File: src/rtl/multicycle_control_unit.sv
// multicycle_control_unit
// Multi-cycle control FSM for the 16-bit accumulator/register datapath.
// It sequences fetch, decode, execute, memory and write-back from the latched
// IR opcode and the isZero flag, and it supports run/halt.
//
// Build option: define ILLEGAL_OP_TRAP_EN to send undefined opcodes to a
// terminal TRAP state. When it is not defined, those opcodes act as a NOP
// and Trap stays 0.
//
// Ports:
//   Clock        rising-edge clock
//   Reset        synchronous active-low reset (0 = reset)
//   Run          start/continue; sampled at instruction boundaries
//   IR[15:0]     instruction register; opcode = IR[15:12]
//   isZero       latched zero flag from the datapath
//   RegWrite .. IorM   single-bit datapath enables/selects
//   ALUctrl[2:0] 0=AND 1=ADD 2=SUB 3=OR
//   jControl[1:0] 0=PC+1 1=branch target 2=jump target
//   destAddr[1:0] 0=rd field 2=link register
//   destData[2:0] 0=ALU_Out 1=M 2=PC
//   Halted       HALT executed (terminal until Reset)
//   Trap         illegal opcode trapped (terminal until Reset)
//   State[3:0]   current state code, for debug
module multicycle_control_unit #(
    parameter logic [3:0] HALT_OPCODE = 4'hF
) (
    input  logic        Clock,
    input  logic        Reset,
    input  logic        Run,
    input  logic [15:0] IR,
    input  logic        isZero,
    output logic        RegWrite,
    output logic        isZeroWrite,
    output logic        IRwrite,
    output logic        ItypeSel,
    output logic        Bsel,
    output logic        Asel,
    output logic        Bwrite,
    output logic        Awrite,
    output logic        Mwrite,
    output logic        ALUwrite,
    output logic        PCwrite,
    output logic        MemWrite,
    output logic        IorM,
    output logic [2:0]  ALUctrl,
    output logic [1:0]  jControl,
    output logic [1:0]  destAddr,
    output logic [2:0]  destData,
    output logic        Halted,
    output logic        Trap,
    output logic [3:0]  State
);

    typedef enum logic [3:0] {
        S_IDLE     = 4'd0,
        S_FETCH    = 4'd1,
        S_DECODE   = 4'd2,
        S_EX_ALU   = 4'd3,
        S_ALU_WB   = 4'd4,
        S_MEM_ADDR = 4'd5,
        S_MEM_RD   = 4'd6,
        S_MEM_WB   = 4'd7,
        S_MEM_WR   = 4'd8,
        S_BRANCH   = 4'd9,
        S_JUMP     = 4'd10,
        S_HALT     = 4'd11,
        S_TRAP     = 4'd12,
        S_SW_DATA  = 4'd13
    } state_t;

    localparam logic [3:0] OP_ADD  = 4'd0;
    localparam logic [3:0] OP_SUB  = 4'd1;
    localparam logic [3:0] OP_AND  = 4'd2;
    localparam logic [3:0] OP_OR   = 4'd3;
    localparam logic [3:0] OP_ADDI = 4'd4;
    localparam logic [3:0] OP_LW   = 4'd5;
    localparam logic [3:0] OP_SW   = 4'd6;
    localparam logic [3:0] OP_BZ   = 4'd7;
    localparam logic [3:0] OP_J    = 4'd8;
    localparam logic [3:0] OP_JAL  = 4'd9;

    state_t     state_q;
    state_t     state_d;
    state_t     boundary;
    logic [3:0] opcode;
    logic       unused_ir_bits;

    assign opcode         = IR[15:12];
    assign unused_ir_bits = ^IR[11:0];
    assign State          = state_q;

    // An instruction boundary parks in IDLE when Run has been dropped.
    assign boundary = Run ? S_FETCH : S_IDLE;

    // State register
    always_ff @(posedge Clock) begin
        if (!Reset) begin
            state_q <= S_IDLE;
        end else begin
            state_q <= state_d;
        end
    end

    // Next-state logic
    always_comb begin
        state_d = state_q;
        case (state_q)
            S_IDLE:     state_d = Run ? S_FETCH : S_IDLE;
            S_FETCH:    state_d = S_DECODE;
            S_DECODE: begin
                // HALT_OPCODE is checked first so a remapped halt still wins.
                if (opcode == HALT_OPCODE) begin
                    state_d = S_HALT;
                end else begin
                    case (opcode)
                        OP_ADD, OP_SUB, OP_AND, OP_OR, OP_ADDI: state_d = S_EX_ALU;
                        OP_LW, OP_SW:                           state_d = S_MEM_ADDR;
                        OP_BZ:                                  state_d = S_BRANCH;
                        OP_J, OP_JAL:                           state_d = S_JUMP;
`ifdef ILLEGAL_OP_TRAP_EN
                        default:                                state_d = S_TRAP;
`else
                        default:                                state_d = boundary;
`endif
                    endcase
                end
            end
            S_EX_ALU:   state_d = S_ALU_WB;
            S_ALU_WB:   state_d = boundary;
            S_MEM_ADDR: state_d = (opcode == OP_LW) ? S_MEM_RD : S_SW_DATA;
            S_MEM_RD:   state_d = S_MEM_WB;
            S_MEM_WB:   state_d = boundary;
            S_SW_DATA:  state_d = S_MEM_WR;
            S_MEM_WR:   state_d = boundary;
            S_BRANCH:   state_d = boundary;
            S_JUMP:     state_d = boundary;
            S_HALT:     state_d = S_HALT;
            S_TRAP:     state_d = S_TRAP;
            default:    state_d = S_IDLE;
        endcase
    end

    // Moore output decode from the registered state (plus opcode/isZero)
    always_comb begin
        RegWrite    = 1'b0;
        isZeroWrite = 1'b0;
        IRwrite     = 1'b0;
        ItypeSel    = 1'b0;
        Bsel        = 1'b0;
        Asel        = 1'b0;
        Bwrite      = 1'b0;
        Awrite      = 1'b0;
        Mwrite      = 1'b0;
        ALUwrite    = 1'b0;
        PCwrite     = 1'b0;
        MemWrite    = 1'b0;
        IorM        = 1'b0;
        ALUctrl     = 3'd1;
        jControl    = 2'd0;
        destAddr    = 2'd0;
        destData    = 3'd0;
        Halted      = 1'b0;
        Trap        = 1'b0;
        case (state_q)
            S_FETCH: begin
                IRwrite = 1'b1;
                PCwrite = 1'b1;
            end
            S_DECODE: begin
                Awrite = 1'b1;
                Bwrite = 1'b1;
                // I-type operands take the sign-extended immediate on B.
                if (opcode == OP_ADDI || opcode == OP_LW || opcode == OP_SW) begin
                    Bsel     = 1'b1;
                    ItypeSel = 1'b1;
                end
            end
            S_EX_ALU: begin
                ALUwrite    = 1'b1;
                isZeroWrite = 1'b1;
                case (opcode)
                    OP_SUB:  ALUctrl = 3'd2;
                    OP_AND:  ALUctrl = 3'd0;
                    OP_OR:   ALUctrl = 3'd3;
                    default: ALUctrl = 3'd1;
                endcase
            end
            S_ALU_WB: begin
                RegWrite = 1'b1;
            end
            S_MEM_ADDR: begin
                ALUwrite = 1'b1;
            end
            S_MEM_RD: begin
                IorM   = 1'b1;
                Mwrite = 1'b1;
            end
            S_MEM_WB: begin
                RegWrite = 1'b1;
                destData = 3'd1;
            end
            S_SW_DATA: begin
                // Reload A from the rd port so the store data comes from A.
                Asel   = 1'b1;
                Awrite = 1'b1;
            end
            S_MEM_WR: begin
                IorM     = 1'b1;
                MemWrite = 1'b1;
            end
            S_BRANCH: begin
                PCwrite  = isZero;
                jControl = 2'd1;
            end
            S_JUMP: begin
                PCwrite  = 1'b1;
                jControl = 2'd2;
                // PC was already incremented in FETCH, so link that value.
                if (opcode == OP_JAL) begin
                    RegWrite = 1'b1;
                    destData = 3'd2;
                    destAddr = 2'd2;
                end
            end
            S_HALT: begin
                Halted = 1'b1;
            end
`ifdef ILLEGAL_OP_TRAP_EN
            S_TRAP: begin
                Trap = 1'b1;
            end
`endif
            default: begin
            end
        endcase
    end

endmodule

File: config.mk
export PLATFORM = sky130hd
export DESIGN_NAME = multicycle_control_unit
export DESIGN_NICKNAME = d
export VERILOG_FILES = /design/src/rtl/multicycle_control_unit.sv
export SDC_FILE = /design/constraint.sdc
export NUM_CORES = 1
export LEC_CHECK = 0
export ABC_AREA = 1
export CORE_MARGIN = 4
export CORE_UTILIZATION = 31
export CTS_CLUSTER_DIAMETER = 80
export DETAILED_ROUTE_END_ITERATION = 7
export GPL_ROUTABILITY_DRIVEN = 0
export PLACE_DENSITY = 0.81
export SYNTH_ARGS = -nofsm -noshare
export SYNTH_HDL_FRONTEND = slang
export SYNTH_SLANG_ARGS = --single-unit
export TNS_END_PERCENT = 5
File: constraint.sdc
create_clock -name Clock -period 1.46 [get_ports Clock]
set_input_delay 0.292 -clock Clock [delete_from_list [all_inputs] [get_ports Clock]]
set_output_delay 0.292 -clock Clock [all_outputs]
set_load 0.03 [all_outputs]
# [Word level (Yosys, flattened, before mapping)]
# Index checks and enable logic that the tools add are counted.
[totals] ff_bits=4 latchBits=0 mem_bits_rw=0 romBits=0 in_bits=20 memories=0
[op_classes] n_addsub=0 mul=0 div_mod_pow=0 n_lt_le_gt_ge=0 eq_ne=23 shift=0 mux=27 bitwise=0 n_reduce_logical=13
[ops] cell="equality test 4 bit (second input constant)" n=9
[ops] cell="one-hot mux 4 bit (9 select lines)" n=1
[ops] cell="equality test 4 x 3 -> 1 bit (second input constant)" n=8
[ops] cell="equality test 4 x 2 -> 1 bit (second input constant)" n=4
[ops] cell="one-hot mux 4 bit (4 select lines)" n=1
[ops] cell="two-way mux 1 bit" n=14
[ops] cell="OR reduction 2 bit" n=7
[ops] cell="equality test 4 x 1 -> 1 bit (second input constant)" n=2
[ops] cell="zero test 4 bit" n=2
[ops] cell="two-way mux 2 bit" n=4
[ops] cell="two-way mux 4 bit" n=2
[ops] cell="one-hot mux 2 bit (2 select lines)" n=2
[ops] cell="one-hot mux 2 bit (3 select lines)" n=1
[ops] cell="OR reduction 6 bit" n=1
[ops] cell="OR reduction 5 bit" n=1
[ops] cell="one-hot mux 1 bit (2 select lines)" n=2
[ops] cell="logical OR 1 bit" n=2

# [Longest topological paths before layout]
# Gate-level depths: netlist of the first run.
[depth] ltp_word=5 ltp_mapped=9 ltp_nobuf=9

# [Least setup slack after synthesis of the first run]
# OpenSTA, ideal clock, no wires.
[synth_timing] kind="register to output" startpoint="reg state_q[1] (netlist: State[1])" endpoint="out RegWrite" arrival_ns=1.779 required_ns=1.168 slack_ns=-0.611 stages_incl_launch_ff=6 n_path_buf=0 path_cell_list="dfxtp_1 > nand2_4 > nor2_2 > inv_1 > nor2_2 > a31o_2"
[synth_between] elab_chain_cells=3 word_cells_on_any_way=5
[synth_lines] item="from (decl)" line="82" text="state_t state_q;"
[synth_lines] item="from (signal assigned)" line="100" text="state_q <= state_d;"
[synth_lines] item="equality test 4 x 3 -> 1 bit" line="164" text="case (state_q)"
[synth_lines] item="OR reduction 2 bit (no line)"
[synth_lines] item="one-hot mux 1 bit (2 select lines) *" line="164"
[synth_lines] item="to (decl)" line="32" text="output logic RegWrite,"
# Every way passes the cells marked *; elsewhere a longest branch is shown, timed or not.

# [Worst setup path after layout of the first run]
[layout_timing] startpoint="reg state_q[2] (netlist: State[2])" endpoint="out RegWrite"
# Same word-level chain as after synthesis.

==> summary.md, run 1 <==
| Metric | Value |
|---|---|
| Sink Count | `4` |
| Post-synthesis cell area | `582 um2` |
| Die area | `2630 um2` |
| Clk buf depth | `2` |
| Peak VDD IR | `0.454 mV` |
| Proportion of layout cells with a drive suffix above 1 | `54.9%` |
| Dpl cell area | `945 um2` |
| Fin. max-slew vios | `0` |
| Drt pass-1 iters | `4` |
| Remaining Overflow, GRT | `0` |
| Final wirelength | `1880 um` |
| Die width | `51.3 um` |
| Max reg flops | `4` |
| Seq/Total Area, Yosys | `13.8%` |
| P&R area growth vs syn | `81.9%` |
| Power Total | `0.000534 W` |
| Largest net degree at the start of global routing | `7` |
| Worst Skew | `0.00521 ns` |
| Vias per inst | `4.57` |
| Max FO, Critical Path | `5` |
| Most area-consuming cells after synthesis | `dfxtp_1 (14%), nand2_1 (14%), buf_4 (7.7%), inv_1 (7.1%), inv_2 (7.1%)` |
| Row count | `15` |
| Post-synth EDFFs | `0` |
| Initial DRC Count | `9` |
| Failing checks | `negative setup slack` |
| CTS tree | `done` |
| Antenna violations before repair | `0` |
| Root Buffer | `clkbuf_4` |
| Die height | `51.3 um` |
| Max Freq | `637 MHz` |
| Port Buffers | `32` |
| GRT Overall Usage | `16.0%` |
| Setup Crit Path Kind | `flop to output pin` |
| Power Dens Cells | `505 nW/um2` |
| Core ar. | `1750 um2` |
| Syn Area/Cell | `5.70 um2` |
| Worst setup SP type | `flop` |
| WL/cell | `11.1 um` |
| Status | `finished with violations` |
| Worst Reg2Reg Path Length in Cells | `8` |
| Ports | `49` |
| Fillcell total | `157` |
| Final non-filler cell area | `1060 um2` |
| Unrepaired setup endpoints after global routing | `yes` |
| Final ANT Viol Nets | `0` |
| Yosys reg bits | `4` |
| Leakage | `0.585 nW` |
| Worst-path clk slew | `0.04 ns` |
| CTS buffer count | `3` |
| Ys Warns | `0` |
| Initial core utilization | `33.3%` |
| Cell count after synthesis | `102` |
| Vias in the first global route | `729` |
| Tmin final | `1.57 ns` |
| Post-DP HPWL | `1460 um` |
| Asr flop ratio synth | `0%` |
| Drc violations | `0` |
| Top-area cell type share of the netlist area | `13.8%` |
| Post-synth top cells | `nand2_1 (21), inv_1 (11), inv_2 (11)` |
| Required time worst endpoint | `1.17 ns` |
| Hold Path Cell Cnt | `3` |
| H-tree depth | `1` |
| Final core occ | `60.6%` |
| Top-count cell post-synth | `nand2_1` |
| Crit end category | `output pin` |
| Post-synth cell types | `20` |
| Final setup margin | `-0.110 ns` |
| Area of the multi-input gates | `468 um2` |
| Maximum capacitance violations | `0` |
| Ys flop type | `dfxtp_1` |
| Arrival time at the worst endpoint | `1.28 ns` |
| Final Cycle Share | `108%` |
| Endpoints failing hold | `0` |
| DR vias | `773` |
| Count of final setup violators | `12` |
| Worst hold path class | `input pin to flop` |
| Ant diodes | `0` |
| Area leader, netlist | `dfxtp_1` |
| Global-route wire length before repair | `3260 um` |
| Post-Place Setup Slack | `-0.355 ns` |
| Clock latency on the worst-skew pair | `0.24 ns` |
| Register area | `95.1 um2` |
| Nets | `166` |
-- worst max-delay path, stage by stage (launching register included) --
cell and delay, ns:
dfxtp_4 0.35, inv_4 0.08, nand2_4 0.08, nor2_4 0.13, inv_2 0.06, nor2_4 0.11
a31o_4 0.11, buf_6 0.12
-- power breakdown --
part,switching [W],leakage (nW),internal [W]
logic,0.000164,0.536,0.0000992
registers,0.0000144,0.0356,0.000114
clock network,0.0000498,0.0138,0.0000922
-- timing repair --
| action | in CTS | in global routing |
|---|---|---|
| hold buffers | 0 | 0 |
| pin swaps | 4 | 2 |
| resized for setup | 19 | 8 |
| setup buffers | 5 | 0 |
| setup endpoints to repair | 16 | 17 |
-- layer usage --
layer | GRT usage (%) | vias to the layer above | share of wire, %
met1 | 18.1 | 346 | 39
met5 | 0 | - | 0
met4 | 2.62 | 0 | 0
met3 | 5.83 | 0 | 9.0
met2 | 29.0 | 38 | 52
li1 | - | 389 | -
-- logic make-up after synthesis --
family | synth area share [%]
DFF | 13.8
and+or+nand+nor | 49.9
AOI/OAI and AO/OA | 13.8
other | 0.645
buffers and inverters | 21.9
-- placed cells by master (no fill, tap or decap), drive strengths merged --
master,n
buf,31
clkbuf,3
a21oi,6
nor3,2
dlygate4sd2,8
clkdlybuf4s50,3
conb,4
nand2,29
o21ai,6
a31o,1
dfxtp,4
nand3,8
inv,22
nor2,16
o21bai,1
-- layout make-up --
| type | instances | share of cell area (%) |
|---|---|---|
| timing repair buffer | 42 | 33.2 |
| clock buffer | 3 | 2.13 |
| inverter | 22 | 8.51 |
| sequential | 4 | 8.98 |
| tap | 25 | 2.96 |
| multi-input combinational | 73 | 44.2 |
-- worst paths after layout --
kind	start	endpoint	slack [ns]
worst max-delay path	State[2]	RegWrite	-0.11
worst max register to register	State[0]	State[2]	0.23
worst min register to register	State[1]	State[1]	0.70
worst min-delay path	Reset	State[0]	0.61
-- metrics by stage --
step	setup TNS, ns	instances	hold slack (ns)
2_1_floorplan	-0.490	105	0.389
3_5_place_dp	-1.90	161	0.692
6_report	-0.677	169	0.612
3_3_place_gp	-1.63	161	0.691
4_1_cts	-0.751	169	0.612
5_1_grt	-1.64	169	0.633
Power figures use the tool's default switching activity.
==> inputs of run 2 (changes only) <==
--- a/config.mk
+++ b/config.mk
@@ -12,6 +12,7 @@
 export DETAILED_ROUTE_END_ITERATION = 7
 export GPL_ROUTABILITY_DRIVEN = 0
 export PLACE_DENSITY = 0.81
+export SKIP_LAST_GASP = 1
 export SYNTH_ARGS = -nofsm -noshare
 export SYNTH_HDL_FRONTEND = slang
 export SYNTH_SLANG_ARGS = --single-unit
==> run 2 against run 1 <==
- the flow still finishes with violations (negative setup slack)
- first-iteration DRC count increased to 3.2 times the previous value
- count of clock-buffer cells in the layout unchanged
- global-route usage decreased by 0.54 points
- clock skew increased by 0.0023 ns
- setup slack got worse by 0.020 ns
- clock power increased by 3%
- cell count increased by 0.59%
- sequential share of layout area decreased by 0.074 points
- design area increased by 0.83%
- largest cell class unchanged
- largest power group unchanged
- highest routed layer is now met4
==> summary.md, run 2 (synthesized netlist as in run 1, its figures left out) <==
| Metric | Value |
|---|---|
| Leakage | `0.580 nW (-0.90%)` |
| Final setup margin | `-0.130 ns (-0.0196 ns)` |
| Worst Reg2Reg Path Length in Cells | `9 (+1)` |
| Initial core utilization | `33.3% (unchanged)` |
| Max FO, Critical Path | `4 (-1)` |
| Die width | `51.3 um (unchanged)` |
| M3 GR Usage | `5.83% (unchanged)` |
| Clock latency on the worst-skew pair | `0.25 ns (about the same)` |
| Unrepaired setup endpoints after global routing | `yes` |
| Drc violations | `0 (unchanged)` |
| WP depth | `1 (-6)` |
| Commonest cells after routing, fill and taps aside | `buf_4 (29), nand2_1 (19), inv_2 (12), inv_1 (8)` |
| Count of final setup violators | `18 (+6)` |
| RR Endpoint | `State[2]` |
| Final wirelength | `2040 um (+8.3%)` |
| Root Buffer | `clkbuf_4` |
| Row count | `15 (unchanged)` |
| CP Buf/Inv Count | `1 (-2)` |
| Largest net degree at the start of global routing | `7 (unchanged)` |
| CTS buffer count | `3 (unchanged)` |
| Max reg flops | `4 (unchanged)` |
| Worst hold path class | `input pin to flop` |
| Family with the most delay on the worst path | `buffers and inverters` |
| Status | `finished with violations` |
| Worst setup SP type | `flop` |
| Final core occ | `61.1% (+0.50 points)` |
| Peak VDD IR | `0.458 mV (+0.82%)` |
| Port Buffers | `32 (unchanged)` |
| Arrival time at the worst endpoint | `1.30 ns (+0.02 ns)` |
| Proportion of layout cells with a drive suffix above 1 | `55.2% (+0.31 points)` |
| Worst Skew | `0.00749 ns (+0.00227 ns)` |
| Remaining Overflow, GRT | `0 (unchanged)` |
| Required time worst endpoint | `1.17 ns (about the same)` |
| CP Cell Sequence | `clkdlybuf4s50_1` |
| Initial DRC Count | `29 (+20)` |
| DR vias | `800 (+3.5%)` |
| Max stage delay on crit path | `0.67 ns (+0.32 ns)` |
| Tmin final | `1.59 ns (+0.0196 ns)` |
| Global-route wire length before repair | `3150 um (-3.4%)` |
| Fin. max-slew vios | `0 (unchanged)` |
| Slowest library cell on the worst path | `clkdlybuf4s50_1` |
| Core ar. | `1750 um2 (unchanged)` |
| H-tree depth | `1 (unchanged)` |
| GR Util met1 | `17.9% (-0.17 points)` |
| CTS tree | `done` |
| Commonest non-fill, non-tap cell in the layout | `buf_4` |
| Grt met2 use | `27.3% (-1.7 points)` |
| Ant diodes | `0 (unchanged)` |
| Setup Crit Path Kind | `flop to output pin` |
| Drt pass-1 iters | `4 (unchanged)` |
| Max Freq | `629 MHz (-1.2%)` |
| Power Dens Cells | `509 nW/um2 (+0.88%)` |
| Endpoints failing hold | `0 (unchanged)` |
| CP endpoint | `State[0]` |
| Nets | `167 (+0.60%)` |
| Ports | `49 (unchanged)` |
| Antenna violations before repair | `0 (unchanged)` |
| Failing checks | `negative setup slack` |
| Final Cycle Share | `109% (+1.3 points)` |
| Die height | `51.3 um (unchanged)` |
| Final ANT Viol Nets | `0 (unchanged)` |
| Vias per inst | `4.71 (+2.9%)` |
| Post-DP HPWL | `1460 um (unchanged)` |
| Worst-path clk slew | `0.04 ns (about the same)` |
| Clk buf depth | `2 (unchanged)` |
| Global routing's busiest layer | `met2` |
| WL/cell | `12.0 um (+7.7%)` |
| RR Startpoint | `State[0]` |
| Sink Count | `4 (unchanged)` |
| P&R area growth vs syn | `83.4%` |
| Die area | `2630 um2 (unchanged)` |
| Crit end category | `output pin` |
| Fillcell total | `158 (+0.64%)` |
| R2r setup slk | `0.15 ns (-0.08 ns)` |
| Crit path from | `State[0]` |
| GRT Overall Usage | `15.5% (-0.54 points)` |
| Power Total | `0.000543 W (+1.7%)` |
| Vias in the first global route | `702 (-3.7%)` |
| Hold-fix buffers at CTS | `0 (unchanged)` |
| Maximum capacitance violations | `0 (unchanged)` |
## run 2: changes by cell type in the layout (fill, tap and decap cells not counted)
cell,delta
dlygate4sd2_1,-4
buf_4,+3
clkdlybuf4s50_1,+3
buf_6,-2
a21oi_1,-1
a21oi_2,+1
dlymetal6s2s_1,+1
inv_2,+1
inv_4,-1
nand2_1,+1
nand2_4,-1
nand3_2,-1
nand3_4,+1
## run 2: what timing repair did
item | in CTS | in global routing
setup buffers | 5 | 1
setup endpoints to repair | 16 | 20
gates cloned | 0 | 0
pin swaps | 4 | 3
resized for setup | 12 | 9
## run 2: layout make-up
cell class | instances | area (um2) | area share, %
clock buffers | 3 | 22.5 | 2.11
inverters | 22 | 87.6 | 8.21
multi-input cells | 73 | 472 | 44.2
flip-flops and latches | 4 | 95.1 | 8.91
well taps | 25 | 31.3 | 2.93
repair buffers | 43 | 359 | 33.6
## run 2: routing by layer
layer / share of wire [%] / routed length [um]
met5: 0 / 0
met1: 39 / 793
met2: 51 / 1050
met4: 0.34 / 7
met3: 9.3 / 189
## run 2: how the worst min path moves through the flow
stage	from	endpoint	slack, ns	cells after the start
2_1_floorplan	Reset	State[0]	0.39	2
3_3_place_gp	State[1]	State[1]	0.69	4
3_5_place_dp	State[1]	State[1]	0.69	4
4_1_cts	Reset	State[0]	0.61	3
5_1_grt	Reset	State[0]	0.63	3
6_report	Reset	State[0]	0.61	3
## run 2: where the power goes
part	leakage, nW	internal (W)	switching (W)
combinational	0.531	0.000102	0.000169
clock	0.0138	0.0000925	0.0000534
sequential	0.0356	0.000114	0.0000130
total	0.580	0.000308	0.000235
## run 2: stage by stage
step / worst slack [ns] / hold slack (ns) / setup TNS (ns) / instances / cell area (um2)
finish: -0.130 / 0.608 / -1.32 / 170 / 1070
CTS: -0.137 / 0.612 / -1.42 / 169 / 1030
global placement: -0.317 / 0.691 / -1.63 / 161 / 945
floorplan: -0.115 / 0.389 / -0.490 / 105 / 657
detailed placement: -0.355 / 0.692 / -1.90 / 161 / 945
global route: -0.187 / 0.633 / -2.58 / 170 / 1070
